==> src/rtl/irq_ctl_pkg.sv <==
// Shared constants and helpers for the irq_ctl interrupt controller.
package irq_ctl_pkg;
  localparam int NUM_IRQ = 8;
  localparam int COUNT_W = 16;

  localparam logic [4:0] OFF_PENDING  = 5'h00;
  localparam logic [4:0] OFF_MASK     = 5'h04;
  localparam logic [4:0] OFF_OVERFLOW = 5'h08;
  localparam logic [4:0] OFF_COUNT    = 5'h0C;
  localparam logic [4:0] OFF_SWSET    = 5'h10;

  // Word index within the 32-byte window, taken from address bits [4:2].
  typedef enum logic [2:0] {
    REG_PENDING  = OFF_PENDING[4:2],
    REG_MASK     = OFF_MASK[4:2],
    REG_OVERFLOW = OFF_OVERFLOW[4:2],
    REG_COUNT    = OFF_COUNT[4:2],
    REG_SWSET    = OFF_SWSET[4:2]
  } reg_sel_e;

  function automatic logic [3:0] popcount(input logic [NUM_IRQ-1:0] v);
    logic [3:0] pc;
    pc = '0;
    for (int i = 0; i < NUM_IRQ; i++) pc = pc + 4'(v[i]);
    return pc;
  endfunction
endpackage

==> src/rtl/irq_ctl_if.sv <==
// Data-bus view of the controller: core drives address/data/strobe, controller returns load data.
interface irq_ctl_if;
  logic [31:0] dataadr;
  logic [31:0] writedata;
  logic        memwrite;
  logic [31:0] readdata;

  modport master (output dataadr, output writedata, output memwrite, input  readdata);
  modport slave  (input  dataadr, input  writedata, input  memwrite, output readdata);
endinterface

==> src/rtl/irq_sync_edge.sv <==
// Two-flop synchroniser for asynchronous request lines plus a history flop for rise detection.
module irq_sync_edge #(
  parameter int W = 8
) (
  input  logic         ph1,
  input  logic         reset_b,
  input  logic [W-1:0] d,
  output logic [W-1:0] rise
);
  logic [W-1:0] sync1_q, sync1_d;
  logic [W-1:0] sync2_q, sync2_d;
  logic [W-1:0] prev_q,  prev_d;

  always_comb begin
    sync1_d = d;
    sync2_d = sync1_q;
    prev_d  = sync2_q;
  end

  always_ff @(posedge ph1 or negedge reset_b) begin
    if (!reset_b) begin
      sync1_q <= '0;
      sync2_q <= '0;
      prev_q  <= '0;
    end else begin
      sync1_q <= sync1_d;
      sync2_q <= sync2_d;
      prev_q  <= prev_d;
    end
  end

  // A held level yields one event; the line must drop to re-arm.
  assign rise = sync2_q & ~prev_q;
endmodule

==> src/rtl/irq_ctl.sv <==
// Memory-mapped interrupt controller: latches device/software events as pending,
// masks them onto the core's level interrupt lines, tracks overflow and an event count.
module irq_ctl
  import irq_ctl_pkg::*;
#(
  parameter logic [31:0]        BASE       = 32'hFFFF_FF00,
  parameter logic [NUM_IRQ-1:0] MASK_RESET = 8'hFF
) (
  input  logic               ph1,
  input  logic               reset_b,
  input  logic [NUM_IRQ-1:0] irq_in,
  irq_ctl_if.slave           bus,
  output logic [NUM_IRQ-1:0] interrupts
);
  logic [NUM_IRQ-1:0] pending_q,  pending_d;
  logic [NUM_IRQ-1:0] mask_q,     mask_d;
  logic [NUM_IRQ-1:0] overflow_q, overflow_d;
  logic [COUNT_W-1:0] count_q,    count_d;

  logic [NUM_IRQ-1:0] rise, sw_set, pend_clr, ovf_clr, ev, accepted, ovf_new;
  logic [NUM_IRQ-1:0] wdata;
  logic               hit, wr, cnt_clr;
  reg_sel_e           sel;
  logic               unused_bits;

  irq_sync_edge #(.W(NUM_IRQ)) u_sync (
    .ph1     (ph1),
    .reset_b (reset_b),
    .d       (irq_in),
    .rise    (rise)
  );

  assign hit         = (bus.dataadr[31:5] == BASE[31:5]);
  assign wr          = bus.memwrite & hit;
  assign sel         = reg_sel_e'(bus.dataadr[4:2]);
  assign wdata       = bus.writedata[NUM_IRQ-1:0];
  assign unused_bits = ^{bus.writedata[31:NUM_IRQ], bus.dataadr[1:0]};

  always_comb begin
    sw_set   = '0;
    pend_clr = '0;
    ovf_clr  = '0;
    cnt_clr  = 1'b0;
    mask_d   = mask_q;
    if (wr) begin
      case (sel)
        REG_PENDING:  pend_clr = wdata;
        REG_MASK:     mask_d   = wdata;
        REG_OVERFLOW: ovf_clr  = wdata;
        REG_COUNT:    cnt_clr  = 1'b1;
        REG_SWSET:    sw_set   = wdata;
        default:      ;
      endcase
    end

    ev = rise | sw_set;
    // A same-cycle W1C frees the slot, so a coincident event is accepted, not overflowed.
    accepted = ev & (~pending_q | pend_clr);
    ovf_new  = ev & pending_q & ~pend_clr;

    pending_d  = (pending_q & ~pend_clr) | accepted;
    overflow_d = (overflow_q & ~ovf_clr) | ovf_new;
    count_d    = (cnt_clr ? '0 : count_q) + COUNT_W'(popcount(accepted));
  end

  always_ff @(posedge ph1 or negedge reset_b) begin
    if (!reset_b) begin
      pending_q  <= '0;
      mask_q     <= MASK_RESET;
      overflow_q <= '0;
      count_q    <= '0;
    end else begin
      pending_q  <= pending_d;
      mask_q     <= mask_d;
      overflow_q <= overflow_d;
      count_q    <= count_d;
    end
  end

  always_comb begin
    bus.readdata = '0;
    if (hit) begin
      case (sel)
        REG_PENDING:  bus.readdata = {{(32-NUM_IRQ){1'b0}}, pending_q};
        REG_MASK:     bus.readdata = {{(32-NUM_IRQ){1'b0}}, mask_q};
        REG_OVERFLOW: bus.readdata = {{(32-NUM_IRQ){1'b0}}, overflow_q};
        REG_COUNT:    bus.readdata = {{(32-COUNT_W){1'b0}}, count_q};
        default:      bus.readdata = '0;
      endcase
    end
  end

  assign interrupts = pending_q & mask_q;
endmodule

==> src/flat_wrapper.sv <==
// flat-port wrapper written by rule: the top's interface ports become plain ports
module irq_ctl_flat import irq_ctl_pkg::*;
#(
  parameter logic [31:0]        BASE       = 32'hFFFF_FF00,
  parameter logic [NUM_IRQ-1:0] MASK_RESET = 8'hFF
)
  (ph1, reset_b, irq_in, interrupts, bus_dataadr, bus_writedata, bus_memwrite, bus_readdata);
  irq_ctl_if bus_i ();
  input  logic ph1;
  input  logic reset_b;
  input  logic [NUM_IRQ-1:0] irq_in;
  output logic [NUM_IRQ-1:0] interrupts;
  input wire logic [$bits(bus_i.dataadr)-1:0] bus_dataadr;
  input wire logic [$bits(bus_i.writedata)-1:0] bus_writedata;
  input wire logic [$bits(bus_i.memwrite)-1:0] bus_memwrite;
  output wire logic [$bits(bus_i.readdata)-1:0] bus_readdata;
  assign bus_i.dataadr = bus_dataadr;
  assign bus_i.writedata = bus_writedata;
  assign bus_i.memwrite = bus_memwrite;
  assign bus_readdata = bus_i.readdata;
  irq_ctl #(.BASE(BASE), .MASK_RESET(MASK_RESET)) u_core (.ph1(ph1), .reset_b(reset_b), .irq_in(irq_in), .bus(bus_i), .interrupts(interrupts));
endmodule
==> config.mk <==
export PLATFORM = sky130hd
export DESIGN_NAME = irq_ctl_flat
export DESIGN_NICKNAME = d
export VERILOG_FILES = /design/src/rtl/irq_ctl_pkg.sv /design/src/rtl/irq_ctl_if.sv /design/src/rtl/irq_sync_edge.sv /design/src/rtl/irq_ctl.sv /design/src/flat_wrapper.sv
export SDC_FILE = /design/constraint.sdc
export NUM_CORES = 1
export LEC_CHECK = 0
export CORE_MARGIN = 2
export CORE_UTILIZATION = 42
export CTS_CLUSTER_SIZE = 10
export DETAILED_ROUTE_END_ITERATION = 6
export HOLD_SLACK_MARGIN = 0.05
export PLACE_DENSITY_LB_ADDON = 0.12
export SYNTH_ARGS = -nofsm -noshare
export SYNTH_HDL_FRONTEND = slang
export SYNTH_SLANG_ARGS = --single-unit
==> constraint.sdc <==
create_clock -name ph1 -period 4.5 [get_ports ph1]
set_clock_uncertainty 0.15 [all_clocks]
set_input_delay 0.675 -clock ph1 [delete_from_list [all_inputs] [get_ports ph1]]
set_output_delay 0.675 -clock ph1 [all_outputs]
set_load 0.02 [all_outputs]
# Word-level counts from Yosys, hierarchy flattened
# Cells that the tools add are included.
# W data, S select, Z words.
dict set report classes {
  addsub 8
  eq_ne 5
  muxes 11
  bitwise 16
  n_reduce_logical 2
}
# op count
set op_table {}
lappend op_table {{$pmux W16 S4} 1}
lappend op_table {{$and A8 B8 Y8} 7}
lappend op_table {{$mux W8} 6}
lappend op_table {{$mux W32} 1}
lappend op_table {{$not A8 Y8} 4}
lappend op_table {{$or A8 B8 Y8} 4}
lappend op_table {{$eq A27 B27 Y1 const B} 1}
lappend op_table {{$add A4 B1 Y4} 6}
lappend op_table {{$add A16 B4 Y16} 1}
lappend op_table {{$mux W16} 1}
lappend op_table {{$eq A3 B2 Y1 const B} 2}
lappend op_table {{$eq A3 B1 Y1 const B} 1}
lappend op_table {{$eq A3 B3 Y1 const B} 1}
lappend op_table {{$logic_not A3 Y1} 1}
lappend op_table {{$add A1 B1 Y2} 1}
lappend op_table {{$mux W1} 2}
lappend op_table {{$reduce_and A2 Y1} 1}
lappend op_table {{$and A1 B1 Y1} 1}
dict set report word_totals {
  ff_bits 64
  inputBits 75
  out_inout_bits 40
  wordCells 49
}

# Logic depth before layout (Yosys ltp)
dict set report depth {
  depth_word 13
  ltp_mapped 19
}

# Hierarchy
# A second synthesis with hierarchy kept.
dict set report hier_totals {
  cells_unflattened 364
  hier_area_um2 3852.4
}
# mod instances cells_each area_each_um2
set by_module_without_submodules {}
lappend by_module_without_submodules {irq_ctl 1 332 3141.8}
lappend by_module_without_submodules {irq_sync_edge 1 32 710.7}

# Worst setup path before layout
# No wires, ideal clock.
dict set report synth_timing {
  path_type {input to register}
  start {input bus_dataadr[7]}
  end {register u_core.count_q[15]}
  arrival_time_ns 5.469
  required_ns 4.273
  path_slack_ns -1.196
  cell_stages 19
  n_path_buf 2
  cell_sequence {nand4b_4 -> nor4_2 -> buf_2 -> nand4_1 -> a21oi_1 -> ha_1 -> inv_1 -> fa_1 -> fa_1 -> inv_1 -> fa_1 -> fa_1 -> xor2_1 -> ha_1 -> o21a_1 -> a21oi_1 -> clkbuf_1 -> or4_1 -> a21oi_1}
}
dict set report synth_between {
  elab_chain_cells 13
  word_cells_on_any_way 17
  cone_classes {add/sub (8); eq/ne (1); mux (4); bitwise (4)}
}
# element line
set synth_rtl {}
lappend synth_rtl {{from (decl)} flat_wrapper.sv:13} ;# input wire logic [$bits(bus_i.dataadr)-1:0] bus_dataadr;
lappend synth_rtl {{$eq A27 B27 Y1 *} irq_ctl.sv:33} ;# assign hit = (bus.dataadr[31:5] == BASE[31:5]);
lappend synth_rtl {{$and A1 B1 Y1 *} irq_ctl.sv:34} ;# assign wr = bus.memwrite & hit;
lappend synth_rtl {{$mux W8} irq_ctl.sv:45} ;# if (wr) begin
lappend synth_rtl {{$or A8 B8 Y8 (on tied branches)} {irq_ctl.sv:56, irq_ctl.sv:58}}
lappend synth_rtl {{$and A8 B8 Y8} irq_ctl.sv:58} ;# accepted = ev & (~pending_q | pend_clr);
lappend synth_rtl {{$add A1 B1 Y2} irq_ctl_pkg.sv:24} ;# for (int i = 0; i < NUM_IRQ; i++) pc = pc + 4'(v[i]);
lappend synth_rtl {{$add A4 B1 Y4 (6 in a row)} irq_ctl_pkg.sv:24}
lappend synth_rtl {{$add A16 B4 Y16 *} irq_ctl.sv:63} ;# count_d = (cnt_clr ? '0 : count_q) + COUNT_W'(popcount(accepted));
lappend synth_rtl {{named net u_core.count_d[15]} irq_ctl.sv:18} ;# logic [COUNT_W-1:0] count_q, count_d;
lappend synth_rtl {{to (signal assigned)} irq_ctl.sv:76} ;# count_q <= count_d;
lappend synth_rtl {{to (decl)} irq_ctl.sv:18}
# Mark *: on every way through the listed nets, which the timed path passes. The rest lies on a longest branch.
# A chain may end at the register's enable or synchronous reset.

# Worst setup path in the final report
dict set report layout_timing {
  start {input bus_dataadr[2]}
  end {register u_core.count_q[9]}
}
dict set report layout_between {
  elab_chain_cells 13
  word_cells_on_any_way 21
  cone_classes {add/sub (8); eq/ne (2); mux (7); bitwise (3); reduce/logical (1)}
}
# element line
set layout_rtl {}
lappend layout_rtl {{$eq A3 B3 Y1 / $logic_not A3 Y1 (equally long branches)} irq_ctl.sv:46} ;# case (sel)
lappend layout_rtl {{$mux W8} irq_ctl.sv:46}
lappend layout_rtl {{$mux W8} irq_ctl.sv:45}
lappend layout_rtl {{$or A8 B8 Y8 (on tied branches)} {irq_ctl.sv:56, irq_ctl.sv:58}}
lappend layout_rtl {{$and A8 B8 Y8} irq_ctl.sv:58}
lappend layout_rtl {{$add A1 B1 Y2} irq_ctl_pkg.sv:24}
lappend layout_rtl {{$add A4 B1 Y4 (6 in a row)} irq_ctl_pkg.sv:24}
lappend layout_rtl {{$add A16 B4 Y16 *} irq_ctl.sv:63}
lappend layout_rtl {{named net u_core.count_d[9]} irq_ctl.sv:18}
# Marks and branches as above.

==> results.sh <==
export IMPL_outcome="finished, violations left"
export IMPL_violations="setup timing"
export IMPL_hold_ws_ns=0.202
export IMPL_portBuffers=72
export IMPL_remaining_drc_errors=0
export IMPL_avgSynthCellArea_um2=11.4
export IMPL_grt_pass1_vias=3441
export IMPL_grt_first_pass_wirelength_um=17600
export IMPL_fmax_mhz=200
export IMPL_place_congestion=0.843
export IMPL_ys_seq_area_share_pct=44.5
export IMPL_drive_gt1_share_pct=47.3
export IMPL_ys_async_sr_fraction_pct=100
export IMPL_pin_count=115
export IMPL_antenna_left=0
export IMPL_p_per_area_nw_per_um2=277
export IMPL_post_synth_instance_area_um2=3620
export IMPL_synth_most_common_cell="dfrtp_1"
export IMPL_dieArea_um2=9380
export IMPL_clockRootBuffer="clkbuf_8"
export IMPL_post_route_period_util_pct=111
export IMPL_path_clk_slew_ns=0.08
export IMPL_p_leak_nw=2.64
export IMPL_antenna_found_initial=0
export IMPL_setup_slack_ns=-0.510
export IMPL_setup_violations=15
export IMPL_n_antenna_cell=0
export IMPL_dieHeight_um=96.9
export IMPL_final_util_pct=68.5
export IMPL_vias_per_cell=5.55
export IMPL_hold_path_class="flip-flop to flip-flop"
export IMPL_multiInputGateArea_um2=2010
export IMPL_grt_max_degree=41
export IMPL_area_growth_pct=57.0
export IMPL_synthCells=317
export IMPL_initial_core_util_pct=43.6
export IMPL_routed_wl_um=11300
export IMPL_overflow=0
export IMPL_fillCellCount=629
export IMPL_ff_latch_area_um2=1610
export IMPL_h_tree_depth=3
export IMPL_dr_pass1_iters=4
export IMPL_slew_limit_headroom_pct=43.0
export IMPL_dpl_hpwl_um=6650
export IMPL_rows=33
export IMPL_crit_fanout=6
export IMPL_cts_max_path_buffers=2
export IMPL_peakVddDrop_mv=0.192
export IMPL_cts_made_buffers=9
export IMPL_maxCapViolations=0
export IMPL_wire_per_inst_um=18.4
export IMPL_clk_latency_ns=0.35
export IMPL_synth_common_cells="dfrtp_1, a21oi_1, buf_4"
export IMPL_grt_total_usage_pct=24.1
export IMPL_rsz0062_at_grt="yes"
export IMPL_path_class="input pin to flip-flop"
export IMPL_hold_depth=0
export IMPL_placeableCoreArea_um2=8300
export IMPL_ys_ff_latch=64
export IMPL_end_kind="flip-flop"
export IMPL_place_inst=524
export IMPL_clock_sinks=64
export IMPL_synth_enable_flop_cells=0
export IMPL_synth_top_cell_area_share_pct=38.7
export IMPL_cp_start_kind="input pin"
export IMPL_r2r_cells=15
export IMPL_maxSlewViolCount=0
export IMPL_crit_required_ns=4.63
export IMPL_cts_tree="yes"
export IMPL_finalNetCount=589
export IMPL_synth_ff_type="dfrtp_1"
export IMPL_crit_arrival_ns=5.14
export IMPL_min_period_ns=5.01
export IMPL_synthTopCellsByArea="dfrtp_1, dfstp_2, mux4_2, a21oi_1, buf_4"
export IMPL_tns_ns=-5.77
export IMPL_synth_largest_area_cell="dfrtp_1"
export IMPL_tightest_slew_ns=0.855
export IMPL_hold_viol=0
export IMPL_num_vias=3397
export IMPL_drt_iter0_drc=191
export IMPL_instances_no_fill=612
export IMPL_die_w_um=96.9
export IMPL_ys_warn_count=0
export IMPL_ys_types=53
## through the flow
step                      area [um2]  setup slack, ns  power [mW]
after floorplan                 3730           -0.882       0.722
after global placement          4700            -1.13       0.810
after detailed placement        4700            -1.24       0.816
after CTS                       5480           -0.476        1.56
after global routing            5690           -0.664        1.64
final                           5690           -0.510        1.58
## flip-flops by register name (all words and copies together) (netlist names)
name                   flops
u_core.count_q            16
u_core.mask_q              8
u_core.overflow_q          8
u_core.pending_q           8
u_core.u_sync.prev_d       8
u_core.u_sync.prev_q       8
u_core.u_sync.sync1_q      8
## cell families after synthesis
family	count (synthesis)	share of synthesized area, %
buffers and inverters	43	6.70
muxes	16	7.46
DFF	64	44.5
other	1	0.104
adders and majority gates	12	5.18
AOI/OAI and AO/OA	76	14.6
xor gates and xnor gates	3	0.726
and+or+nand+nor	102	20.8
## worst max-delay path, stage by stage
cell and delay (ns):
buf_2 0.11, nand4bb_4 0.25, nor4_4 0.28, buf_4 0.18
a31oi_1 0.13, a21oi_2 0.15, ha_1 0.24, inv_1 0.06
fa_1 0.42, fa_1 0.49, inv_1 0.05, fa_2 0.35
fa_2 0.60, ha_4 0.22, a211o_4 0.35, a21oi_2 0.27
o31ai_1 0.13, a21oi_1 0.17
## power by group
| part | switching [mW] | internal [mW] | total (mW) |
|---|---|---|---|
| logic | 0.113 | 0.118 | 0.231 |
| clock network | 0.241 | 0.482 | 0.723 |
| registers | 0.0202 | 0.604 | 0.624 |
| total | 0.374 | 1.20 | 1.58 |
## repair_timing
item / CTS / global route
hold buffers: 0 / 0
buffers inserted: 63 / 27
endpoints found under the setup margin: 15 / 24
hold endpoints to repair: 0 / 0
pin swaps: 16 / 12
cloned: 1 / 0
resized for setup: 123 / 72
## routing by layer
layer	part of all wire [%]	wire length (um)	up-vias	GRT usage, %
met4	2.8	310	0	13.1
met5	0	0	-	0
li1	-	-	1533	-
met3	6.4	721	30	5.13
met1	40	4490	1659	29.6
met2	51	5740	175	39.5
## placed cells by master (no fill, tap or decap), types with 9 or more instances in the layout
master / netlist / final
nand4_1: 9 / 9
buf_6: 2 / 41
inv_1: 14 / 14
clkbuf_8: 0 / 9
clkdlybuf4s50_1: 0 / 32
buf_4: 16 / 83
o31ai_1: 15 / 13
and2_1: 15 / 11
and3_1: 9 / 9
nand2_1: 9 / 9
buf_2: 5 / 19
dfrtp_1: 56 / 56
a21oi_1: 27 / 20
conb_1: 1 / 16
nor2b_1: 13 / 13
## path summary, 6_finish.rpt
kind	from	endpoint	slack [ns]
setup / recovery	bus_dataadr[2]	u_core.count_q[9]	-0.51
hold / removal	u_core.u_sync.sync1_q[0]	u_core.u_sync.prev_d[0]	0.20
setup reg to reg	u_core.u_sync.prev_d[1]	u_core.count_q[9]	-0.01
hold reg to reg	u_core.u_sync.sync1_q[0]	u_core.u_sync.prev_d[0]	0.20
max in group asynchronous	reset_b	u_core.mask_q[5]	3.01
min in group asynchronous	reset_b	u_core.u_sync.sync1_q[0]	0.28
## final cells by class
| cell class | instances | share of cell area (%) |
|---|---|---|
| repair buffers | 187 | 28.0 |
| inverters | 14 | 0.924 |
| clock inverters | 7 | 2.95 |
| well taps | 105 | 2.31 |
| clock buffers | 9 | 2.18 |
| flip-flops and latches | 64 | 28.3 |
| multi-input cells | 226 | 35.3 |
Note: power is estimated with default switching activity, not from simulation.
